### config.mk
export PLATFORM = sky130hd
export DESIGN_NAME = handshake_const_match_sink
export DESIGN_NICKNAME = d
export VERILOG_FILES = /design/src/rtl/handshake_const_match_sink.sv
export SDC_FILE = /design/constraint.sdc
export NUM_CORES = 1
export LEC_CHECK = 0
export CORE_MARGIN = 2
export CORE_UTILIZATION = 45
export DETAILED_ROUTE_END_ITERATION = 16
export PLACE_DENSITY_LB_ADDON = 0.3
export SYNTH_ARGS = -nofsm -noshare
export SYNTH_HDL_FRONTEND = slang
export SYNTH_SLANG_ARGS = --single-unit
### constraint.sdc
create_clock -name clk -period 4.59 [get_ports clk]
set_input_delay 0.918 -clock clk [delete_from_list [all_inputs] [get_ports clk]]
set_output_delay 0.918 -clock clk [all_outputs]
set_load 0.01 [all_outputs]
### src/rtl/handshake_const_match_sink.sv
// handshake_const_match_sink
//   Receiving end of a constant-token channel. Each accepted data token is
//   compared against the constant EXPECTED. The 1-bit result goes into a
//   2-entry elastic buffer and is returned as a dataless control token that
//   carries the match flag. The block also keeps two debug counters:
//   a wrapping count of accepted tokens and a saturating count of mismatches.
//
// Ports
//   clk             clock, all state updates on rising edge
//   rst             asynchronous reset, active low
//   ins             incoming data token
//   ins_valid       ins carries a token
//   ins_ready       block accepts a token this cycle
//   outs_match      match flag of the head control token (0 when empty)
//   outs_valid      control token available
//   outs_ready      consumer accepts the token
//   mismatch_count  saturating count of accepted mismatching tokens
//   token_count     wrapping count of accepted tokens
//
// Buffer occupancy FSM
//   state   | meaning
//   S_EMPTY | no control token buffered
//   S_ONE   | one token buffered, held in r_head
//   S_TWO   | two tokens buffered, r_head is oldest, r_tail is newest
module handshake_const_match_sink #(
  parameter int unsigned DATA_WIDTH = 32,
  parameter int unsigned EXPECTED   = 7,
  parameter int unsigned CNT_WIDTH  = 16
) (
  input  logic                  clk,
  input  logic                  rst,
  input  logic [DATA_WIDTH-1:0] ins,
  input  logic                  ins_valid,
  output logic                  ins_ready,
  output logic                  outs_match,
  output logic                  outs_valid,
  input  logic                  outs_ready,
  output logic [CNT_WIDTH-1:0]  mismatch_count,
  output logic [CNT_WIDTH-1:0]  token_count
);

  // Unsigned cast: truncates or zero-extends EXPECTED to the token width.
  localparam logic [DATA_WIDTH-1:0] EXP_W = DATA_WIDTH'(EXPECTED);

  typedef enum logic [1:0] {
    S_EMPTY = 2'd0,
    S_ONE   = 2'd1,
    S_TWO   = 2'd2
  } state_t;

  state_t               r_state;
  state_t               w_state_nxt;
  logic                 r_head;
  logic                 r_tail;
  logic                 w_head_nxt;
  logic                 w_tail_nxt;
  logic [CNT_WIDTH-1:0] r_token_count;
  logic [CNT_WIDTH-1:0] r_mismatch_count;

  logic w_push;
  logic w_pop;
  logic w_match;

  // ins_ready depends only on registered occupancy and the reset pin, never
  // on outs_ready; a full buffer simply refuses the token.
  assign ins_ready  = rst & (r_state != S_TWO);
  assign outs_valid = (r_state != S_EMPTY);
  assign outs_match = outs_valid & r_head;

  assign w_push  = ins_valid & ins_ready;
  assign w_pop   = outs_valid & outs_ready;
  assign w_match = (ins == EXP_W);

  always_comb begin
    w_state_nxt = r_state;
    w_head_nxt  = r_head;
    w_tail_nxt  = r_tail;
    case (r_state)
      S_EMPTY: begin
        if (w_push) begin
          w_state_nxt = S_ONE;
          w_head_nxt  = w_match;
        end
      end
      S_ONE: begin
        if (w_push && w_pop) begin
          // Head leaves while the new token arrives: new token becomes head.
          w_head_nxt = w_match;
        end else if (w_push) begin
          w_state_nxt = S_TWO;
          w_tail_nxt  = w_match;
        end else if (w_pop) begin
          w_state_nxt = S_EMPTY;
          w_head_nxt  = 1'b0;
        end
      end
      S_TWO: begin
        if (w_pop) begin
          w_state_nxt = S_ONE;
          w_head_nxt  = r_tail;
          w_tail_nxt  = 1'b0;
        end
      end
      default: begin
        w_state_nxt = S_EMPTY;
        w_head_nxt  = 1'b0;
        w_tail_nxt  = 1'b0;
      end
    endcase
  end

  always_ff @(posedge clk or negedge rst) begin
    if (!rst) begin
      r_state <= S_EMPTY;
      r_head  <= 1'b0;
      r_tail  <= 1'b0;
    end else begin
      r_state <= w_state_nxt;
      r_head  <= w_head_nxt;
      r_tail  <= w_tail_nxt;
    end
  end

  always_ff @(posedge clk or negedge rst) begin
    if (!rst) begin
      r_token_count    <= '0;
      r_mismatch_count <= '0;
    end else if (w_push) begin
      r_token_count <= r_token_count + CNT_WIDTH'(1);
      if (!w_match && (r_mismatch_count != '1)) begin
        r_mismatch_count <= r_mismatch_count + CNT_WIDTH'(1);
      end
    end
  end

  assign token_count    = r_token_count;
  assign mismatch_count = r_mismatch_count;

endmodule

# Word-level counts from Yosys, hierarchy flattened
# Cells that the tools add are included.
# W data, S select, Z words.
[totals]
reg_bits = 36
inputBits = 36
out_inout_bits = 35
wordCells = 47
[classes]
n_addsub = 2
eq_ne = 12
mux = 14
bitwise = 5
n_reduce_logical = 9
[op_table]
columns = ["cell", "count"]
rows = [
  ["$add A16 B1 Y16 const B", 2],
  ["$eq A32 B3 Y1 const B", 1],
  ["$ne A16 B16 Y1 const B", 1],
  ["$reduce_and A4 Y1", 3],
  ["$mux W2", 5],
  ["$ne A2 B2 Y1 const B", 5],
  ["$ne A3 B3 Y1 const B", 3],
  ["$mux W1", 6],
  ["$pmux W1 S3", 2],
  ["$pmux W2 S3", 1],
  ["$and A1 B1 Y1", 4],
  ["$eq A2 B1 Y1 const B", 1],
  ["$eq A2 B2 Y1 const B", 1],
  ["$logic_and A1 B1 Y1", 2],
  ["$logic_not A2 Y1", 1],
  ["$reduce_and A2 Y1", 1],
  ["$reduce_bool A2 Y1", 1],
  ["$logic_not A1 Y1", 1],
  ["$not A1 Y1", 1],
]

# Depth between registers and ports, before layout
# Gate-level depths: netlist of run 1.
[logic_depth]
depth_word = 6
depth_mapped = 7
ltp_nobuf = 6

# Least setup slack after synthesis of run 1
# OpenSTA, ideal clock, no wires.
[synth_timing]
path_type = "input-to-reg"
startpoint = "input ins[5]"
endpoint = "register r_mismatch_count[3] (netlist: mismatch_count[3])"
setup_time_ps = 132
t_arrival_ps = 1963
required_ps = 4458
path_slack_ps = 2495
cell_stages = 6
n_path_buf = 1
cell_sequence = "nor4b_1 > nand4_1 > o32ai_4 > buf_6 > nor3_1 > xor2_1"
[synth_via]
elab_chain_len = 4
[synth_lines]
columns = ["element", "line", "rtl"]
rows = [
  ["start: declaration", "32", "input logic [DATA_WIDTH-1:0] ins,"],
  ["$eq A32 B3 Y1", "72", "assign w_match = (ins == EXP_W);"],
  ["$logic_not A1 Y1", "130", "if (!w_match && (r_mismatch_count != '1)) begin"],
  ["$logic_and A1 B1 Y1", "130", ""],
  ["$reduce_and A2 Y1 (no source line)", "n/a", ""],
  ["end signal: assignment", "131", "r_mismatch_count <= r_mismatch_count + CNT_WIDTH'(1);"],
  ["end: declaration", "58", "logic [CNT_WIDTH-1:0] r_mismatch_count;"],
]
# Every way passes these cells.
# A chain may end at the register's enable or synchronous reset.

# Worst setup path after layout of run 1
[layout_timing]
startpoint = "register r_state[0]"
endpoint = "output ins_ready"
[layout_via]
elab_chain_len = 2
[layout_lines]
columns = ["element", "line", "rtl"]
rows = [
  ["start: declaration", "51", "state_t r_state;"],
  ["start signal: assignment", "118", "r_state <= w_state_nxt;"],
  ["$ne A2 B2 Y1", "66", "assign ins_ready = rst & (r_state != S_TWO);"],
  ["$and A1 B1 Y1", "66", ""],
  ["end: declaration", "34", "output logic ins_ready,"],
]
# Every way passes these cells.

==> out/results.tsv, run 1 <==
stage	metric	value	unit
setup_path	critPathMaxStageDelay	0.57	ns
yosys	synth_top_cell_by_area	dfrtp_1	
route	vias_per_cell	5.39	
clock_network	root_buffer	clkbuf_8	
setup_path	end_kind	output pin	
clock_network	cts_sinks	36	
timing	fin_crit_sh	60.6	%
pwr	p_sw	0.309	mW
floorplan	io_pins	71	
yosys	yosysTopAreaCellShare	50.0	%
route	first_iter_violations	101	
global_route	antenna_found_initial	0	
setup_path	worstPathArrival	1.86	ns
setup_path	path_cells	nand2b_1, and2_1, clkdlybuf4s50_1	
setup_path	startpoint_type	flip-flop	
yosys	synth_cell_types	35	
setup_path	ff2ff_setup_slack	2.24	ns
cells_and_area	final_cell_mix	69 x clkdlybuf4s50_1, 36 x dfrtp_1, 15 x nand2_1, 15 x xnor2_1, 15 x xor2_1	
floorplan	rows	22	
clock_network	cts_tree	built	
pwr	p_seq_share	46.0	%
cells_and_area	fin_nets	288	
timing	finalSetupTns	0	ns
placed_design	dp_slack	1.55	ns
setup_path	cp_slowest_cell	clkdlybuf4s50_1	
cells_and_area	fin_area	0.00264	mm²
global_route	grt_first_pass_wirelength	7420	µm
outcome	status	complete, no violations	
clock_network	clk_pin_slew_worst_paths	0.07	ns
pwr	switching_share	31.7	%
clock_network	clk_path_buf_depth	2	
setup_path	crit_path_start	r_state[0]	
setup_path	r2r_cells	5	
timing	hold_violations	0	
clock_network	cts_setup_buffers	0	
yosys	synth.area.top_cells	dfrtp_1 50%, xnor2_1 7.3%, xor2_1 7.3%	
timing	finalSetupViolations	0	
global_route	overflow	0	
route	wl_per_cell	14.6	µm
timing	max_slew_margin	58.3	%
route	antenna_left	0	
cells_and_area	final_cells	299	
route	wl	4380	µm
timing	fin_worst_skew	0.00415	ns
pwr	p_per_area	370	mW/mm²
clock_network	htree_levels	2	
timing	drv_slew	0	
route	drc	0	
global_route	grt_use_met1	27.0	%
setup_path	endpoint	ins_ready	
clock_network	cts_resized	0	
placed_design	port-buffer-count	70	
flow_run	drv_cap	0	
yosys	syn-num-nets	213	
yosys	avgSynthCellArea	10.3	µm²
setup_path	critPathKind	flip-flop to output pin	
placed_design	routabilityCongestion	0.795	
placed_design	placed_cells	291	
global_route	use_met2	38.2	%
floorplan	die-area	0.00452	mm²
setup_path	crit_fanout	6	
pwr	clkPwrFrac	24.4	%
clock_network	clk_latency	0.30	ns
yosys	ys_seq_area_share	50.0	%
timing	finalWorstSetupSlack	1.81	ns
pwr	ir_drop	0.152	mV
floorplan	core-area	0.00374	mm²
global_route	grt_pass1_vias	1608	
global_route	top_usage_layer	met2	
yosys	post_synth_instance_area	0.00180	mm²
global_route	grtUsageMet3	5.83	%
clock_network	ctsHoldBuffers	0	
floorplan	start_util	48.1	%
floorplan	die_w	67.3	µm
cells_and_area	final_common_cell	clkdlybuf4s50_1	
cells_and_area	areaGrowthSynthToFinish	46.5	%
cells_and_area	diodes	0	
timing	rsz0062_at_grt	false	
global_route	grt_usage	22.7	%
timing	tightest_slew	0.625	ns
pwr	leakage	1.13	nW
setup_path	r2r_end	mismatch_count[1]	
placed_design	dpl_cell_area	0.00254	mm²
setup_path	worstPathRequired	3.67	ns
timing	fin_crit	2.78	ns
route	vias	1611	
worst_hold_path	hold_path_class	flip-flop to flip-flop	
yosys	synthCells	175	
clock_network	cts_made_buffers	5	
pwr	internal-power	0.666	mW
cells_and_area	final_util	70.5	%
global_route	grt_max_degree	40	
setup_path	rr_startpoint	mismatch_count[7]	
floorplan	die_height	67.3	µm
placed_design	hpwl	3220	µm
pwr	combPwrFrac	29.6	%
route	drtPass1Iterations	4	
yosys	ys_warn_count	0	
cells_and_area	drive_above_1_share	6.77	%
yosys	yosys_register_bits	36	
timing	max_freq	0.360	GHz
[per-stage QoR]
stage	hold WS (ns)	total power, mW
floorplan	0.500	0.565
global placement	0.468	0.737
detailed placement	0.468	0.743
CTS	0.477	0.980
global route	0.504	1.03
finish	0.474	0.975
[worst max-delay path: cells and delay by family (launching register included)]
family                 cells  cell delay (ns)
DFF                        1             0.42
and+or+nand+nor            2             0.57
buffers and inverters      1             0.57
[cells in the mapped netlist]
master     number
nor3_1         10
or2_2           2
nor3b_1         2
nor4b_1         1
buf_6           1
and3_1          3
a21oi_1         4
nand3_1        13
mux2_4          1
nor2b_1         1
o32ai_1         1
a22o_1          1
or4_4           1
nor4_1          9
nand4_1         6
a2bb2oi_1       1
nor4_2          1
xnor2_1        15
inv_1           9
o221ai_1        1
and4_1          1
nand2_1        15
o22ai_1         1
dfrtp_1        36
nand2b_1        2
clkbuf_1        2
a31oi_1         1
and2_1          3
ha_1            2
nor2_2          1
xor2_1         15
nor4bb_1        1
nor2_1         10
o21ai_0         1
o32ai_4         1
[power by group through the flow]
| stage | Clock, mW | Combinational [mW] | Sequential, mW |
|---|---|---|---|
| after floorplan | 0 | 0.106 | 0.459 |
| after global placement | 0 | 0.285 | 0.452 |
| after detailed placement | 0 | 0.289 | 0.455 |
| after CTS | 0.240 | 0.293 | 0.448 |
| after global routing | 0.254 | 0.321 | 0.458 |
| final | 0.238 | 0.288 | 0.449 |
[layout make-up]
| class | count | area, µm² |
|---|---|---|
| tap | 48 | 60.1 |
| fill | 305 | 1110 |
| clock inverter | 2 | 10.0 |
| multi-input combinational | 127 | 847 |
| timing repair buffer | 71 | 703 |
| sequential | 36 | 901 |
| inverter | 9 | 33.8 |
| clock buffer | 6 | 82.6 |
[per-layer routing]
metal	share of wire (%)	wire (µm)
met1	41	1810
met2	49	2160
met3	7.1	309
met4	2.2	97
met5	0	0
[worst min path at each step]
stage                    start               to  slack, ns  cells after the start
3_3_place_gp   token_count[15]  token_count[15]       0.47                      1
5_1_grt        token_count[15]  token_count[15]       0.50                      1
6_report       token_count[15]  token_count[15]       0.47                      1
3_5_place_dp   token_count[15]  token_count[15]       0.47                      1
2_1_floorplan       r_state[0]       r_state[0]       0.50                      1
4_1_cts        token_count[15]  token_count[15]       0.48                      1
[sequential cells by signal, summed over array words and instances (netlist names)]
register,flops
token_count,16
r_head,1
r_tail,1
mismatch_count,16
r_state,2
[cell families after synthesis]
logic type	synth area share, %
adder cells (fa/ha/maj)	1.39
AO/OA/AOI/OAI	5.56
AND/OR/NAND/NOR	24.7
flip-flops	50.0
XOR/XNOR	14.6
multiplexers	0.834
buffers and inverters	2.92
(Power assumes the default switching activity.)
==> run 2, diff against run 1 <==
--- a/config.mk
+++ b/config.mk
@@ -6,7 +6,7 @@
 export NUM_CORES = 1
 export LEC_CHECK = 0
 export CORE_MARGIN = 2
-export CORE_UTILIZATION = 45
+export CORE_UTILIZATION = 39
 export DETAILED_ROUTE_END_ITERATION = 16
 export PLACE_DENSITY_LB_ADDON = 0.3
 export SYNTH_ARGS = -nofsm -noshare
==> constraint.sdc (replaced) <==
create_clock -name clk -period 2.5 [get_ports clk]
set_input_delay 0.5 -clock clk [delete_from_list [all_inputs] [get_ports clk]]
set_output_delay 0.5 -clock clk [all_outputs]
set_load 0.01 [all_outputs]
==> out/results.tsv, run 2 (synthesis gave the netlist of run 1 again) <==
stage	metric	value	unit	change
outcome	status	complete, no violations		
route	antenna_left	0		unchanged
floorplan	io_pins	71		unchanged
clock_network	clk_path_buf_depth	2		unchanged
floorplan	die_height	71.9	µm	+7.0%
timing	drv_slew	0		unchanged
setup_path	cp_slowest_cell	or4_4		
setup_path	cp_top_family	simple AND/OR/NAND/NOR gates		
cells_and_area	diodes	0		unchanged
setup_path	critPathMaxStageDelay	0.54	ns	-0.03 ns
timing	fin_crit	2.12	ns	
setup_path	worstPathArrival	2.28	ns	+0.42 ns
setup_path	r2r_cells	6		+1
timing	rsz0062_at_grt	false		
cells_and_area	final_common_cell	clkdlybuf4s50_1		
global_route	antenna_found_initial	0		unchanged
timing	max_freq	0.471	GHz	
timing	max_slew_margin	68.5	%	+10 points
timing	fin_worst_skew	0.00328	ns	-0.000863 ns
pwr	p_per_area	688	mW/mm²	+86%
clock_network	cts_setup_buffers	0		unchanged
global_route	grt_usage	17.5	%	-5.2 points
setup_path	path_buf_inv	1		unchanged
route	wl_per_cell	13.3	µm	-9.1%
clock_network	cts_sinks	36		unchanged
cells_and_area	fin_nets	291		+1.0%
pwr	power	1.84	mW	+89%
clock_network	clk_pin_slew_worst_paths	0.07	ns	about the same
global_route	grt_first_pass_wirelength	7050	µm	-5.0%
global_route	grt_pass1_vias	1584		-1.5%
clock_network	clk_latency	0.28	ns	-0.02 ns
setup_path	crit_fanout	10		+4
pwr	ir_drop	0.404	mV	+170%
timing	fin_crit_sh	84.8	%	
placed_design	port-buffer-count	70		unchanged
floorplan	die-area	0.00518	mm²	+14%
route	vias_per_cell	5.15		-4.5%
floorplan	rows	24		+9.1%
pwr	leakage	1.15	nW	+1.7%
clock_network	cts_tree	built		
clock_network	htree_levels	2		unchanged
placed_design	hpwl	3180	µm	-1.2%
timing	finalSetupViolations	0		unchanged
flow_run	drv_cap	0		unchanged
timing	finalSetupTns	0	ns	unchanged
route	drtPass1Iterations	4		unchanged
setup_path	cp_num_cells	6		+3
global_route	grt_max_degree	36		-10%
setup_path	end_kind	flip-flop		
floorplan	die_w	71.9	µm	+7.0%
setup_path	worstPathRequired	2.66	ns	-1.01 ns
setup_path	critPathKind	flip-flop to flip-flop		
route	wl	4080	µm	-6.9%
cells_and_area	drive_above_1_share	7.48	%	+0.71 points
global_route	overflow	0		unchanged
clock_network	root_buffer	clkbuf_8		
clock_network	ctsHoldBuffers	0		unchanged
setup_path	startpoint_type	flip-flop		
cells_and_area	areaGrowthSynthToFinish	48.9	%	
placed_design	routabilityCongestion	0.821		+3.3%
floorplan	start_util	40.8	%	-7.3 points
setup_path	path_cells	nand4_1, or4_4, o32ai_4, buf_4, nor3_1, xor2_1		
route	drc	0		unchanged
worst_hold_path	hold_path_class	primary input to asynchronous set/reset pin		
route	vias	1575		-2.2%
floorplan	core-area	0.00441	mm²	+18%
clock_network	cts_made_buffers	5		unchanged
route	first_iter_violations	92		-8.9%
timing	hold_violations	0		unchanged
timing	tightest_slew	0.468	ns	-0.157 ns
cells_and_area	final_cell_mix	69 x clkdlybuf4s50_1, 36 x dfrtp_1, 15 x nand2_1, 15 x xnor2_1, 15 x xor2_1		
clock_network	cts_resized	0		unchanged
[run 2: cell types whose count changed in the layout (fill, tap and decap cells not counted), sizes merged]
cell / delta
buf: +3
clkinv: -1
bufinv: +1
[run 2: final timing paths]
check | startpoint | slack, ns | to
setup / recovery | mismatch_count[7] | 0.38 | mismatch_count[7]
hold / removal | rst | 0.02 | r_state[0]
max in group asynchronous | rst | 1.83 | token_count[15]
hold reg to reg | token_count[15] | 0.47 | token_count[15]
min in group clk | token_count[15] | 0.47 | token_count[15]
setup reg to reg | mismatch_count[7] | 0.38 | mismatch_count[7]
[run 2: cell type report]
cell class	instances	area [µm²]
well taps	52	65.1
inverters	9	33.8
clock buffers	6	72.6
flip-flops and latches	36	901
clock inverters	2	35.0
repair buffers	74	726
multi-input cells	127	847
fillers	399	1730
[run 2: through the flow]
stage                     worst slack, ns  utilization (%)  instances  instance area [µm²]  hold slack [ns]
final                               0.379             60.7        306                 2680           0.0215
after detailed placement            0.173             58.3        298                 2570            0.326
after floorplan                     0.532                -        175                 1800            0.204
after CTS                           0.358             60.7        306                 2680           0.0137
after global routing                0.260             60.7        306                 2680          0.00663
after global placement              0.201             58.3        298                 2570            0.325
[run 2: where the power goes]
group          switching [mW]  total, mW  internal, mW  leakage, nW
Sequential              0.128      0.815         0.687        0.463
Clock                   0.203      0.499         0.296       0.0552
Combinational           0.213      0.529         0.316        0.636
Total                   0.544       1.84          1.30         1.15
[run 2: metal layers]
layer  GRT usage, %  wire length, µm  vias to the layer above
met3           5.56              330                        6
met5              0                0                        -
li1               -                -                      764
met1           22.2             1690                      734
met4           7.13               58                        0
met2           28.0             1990                       71
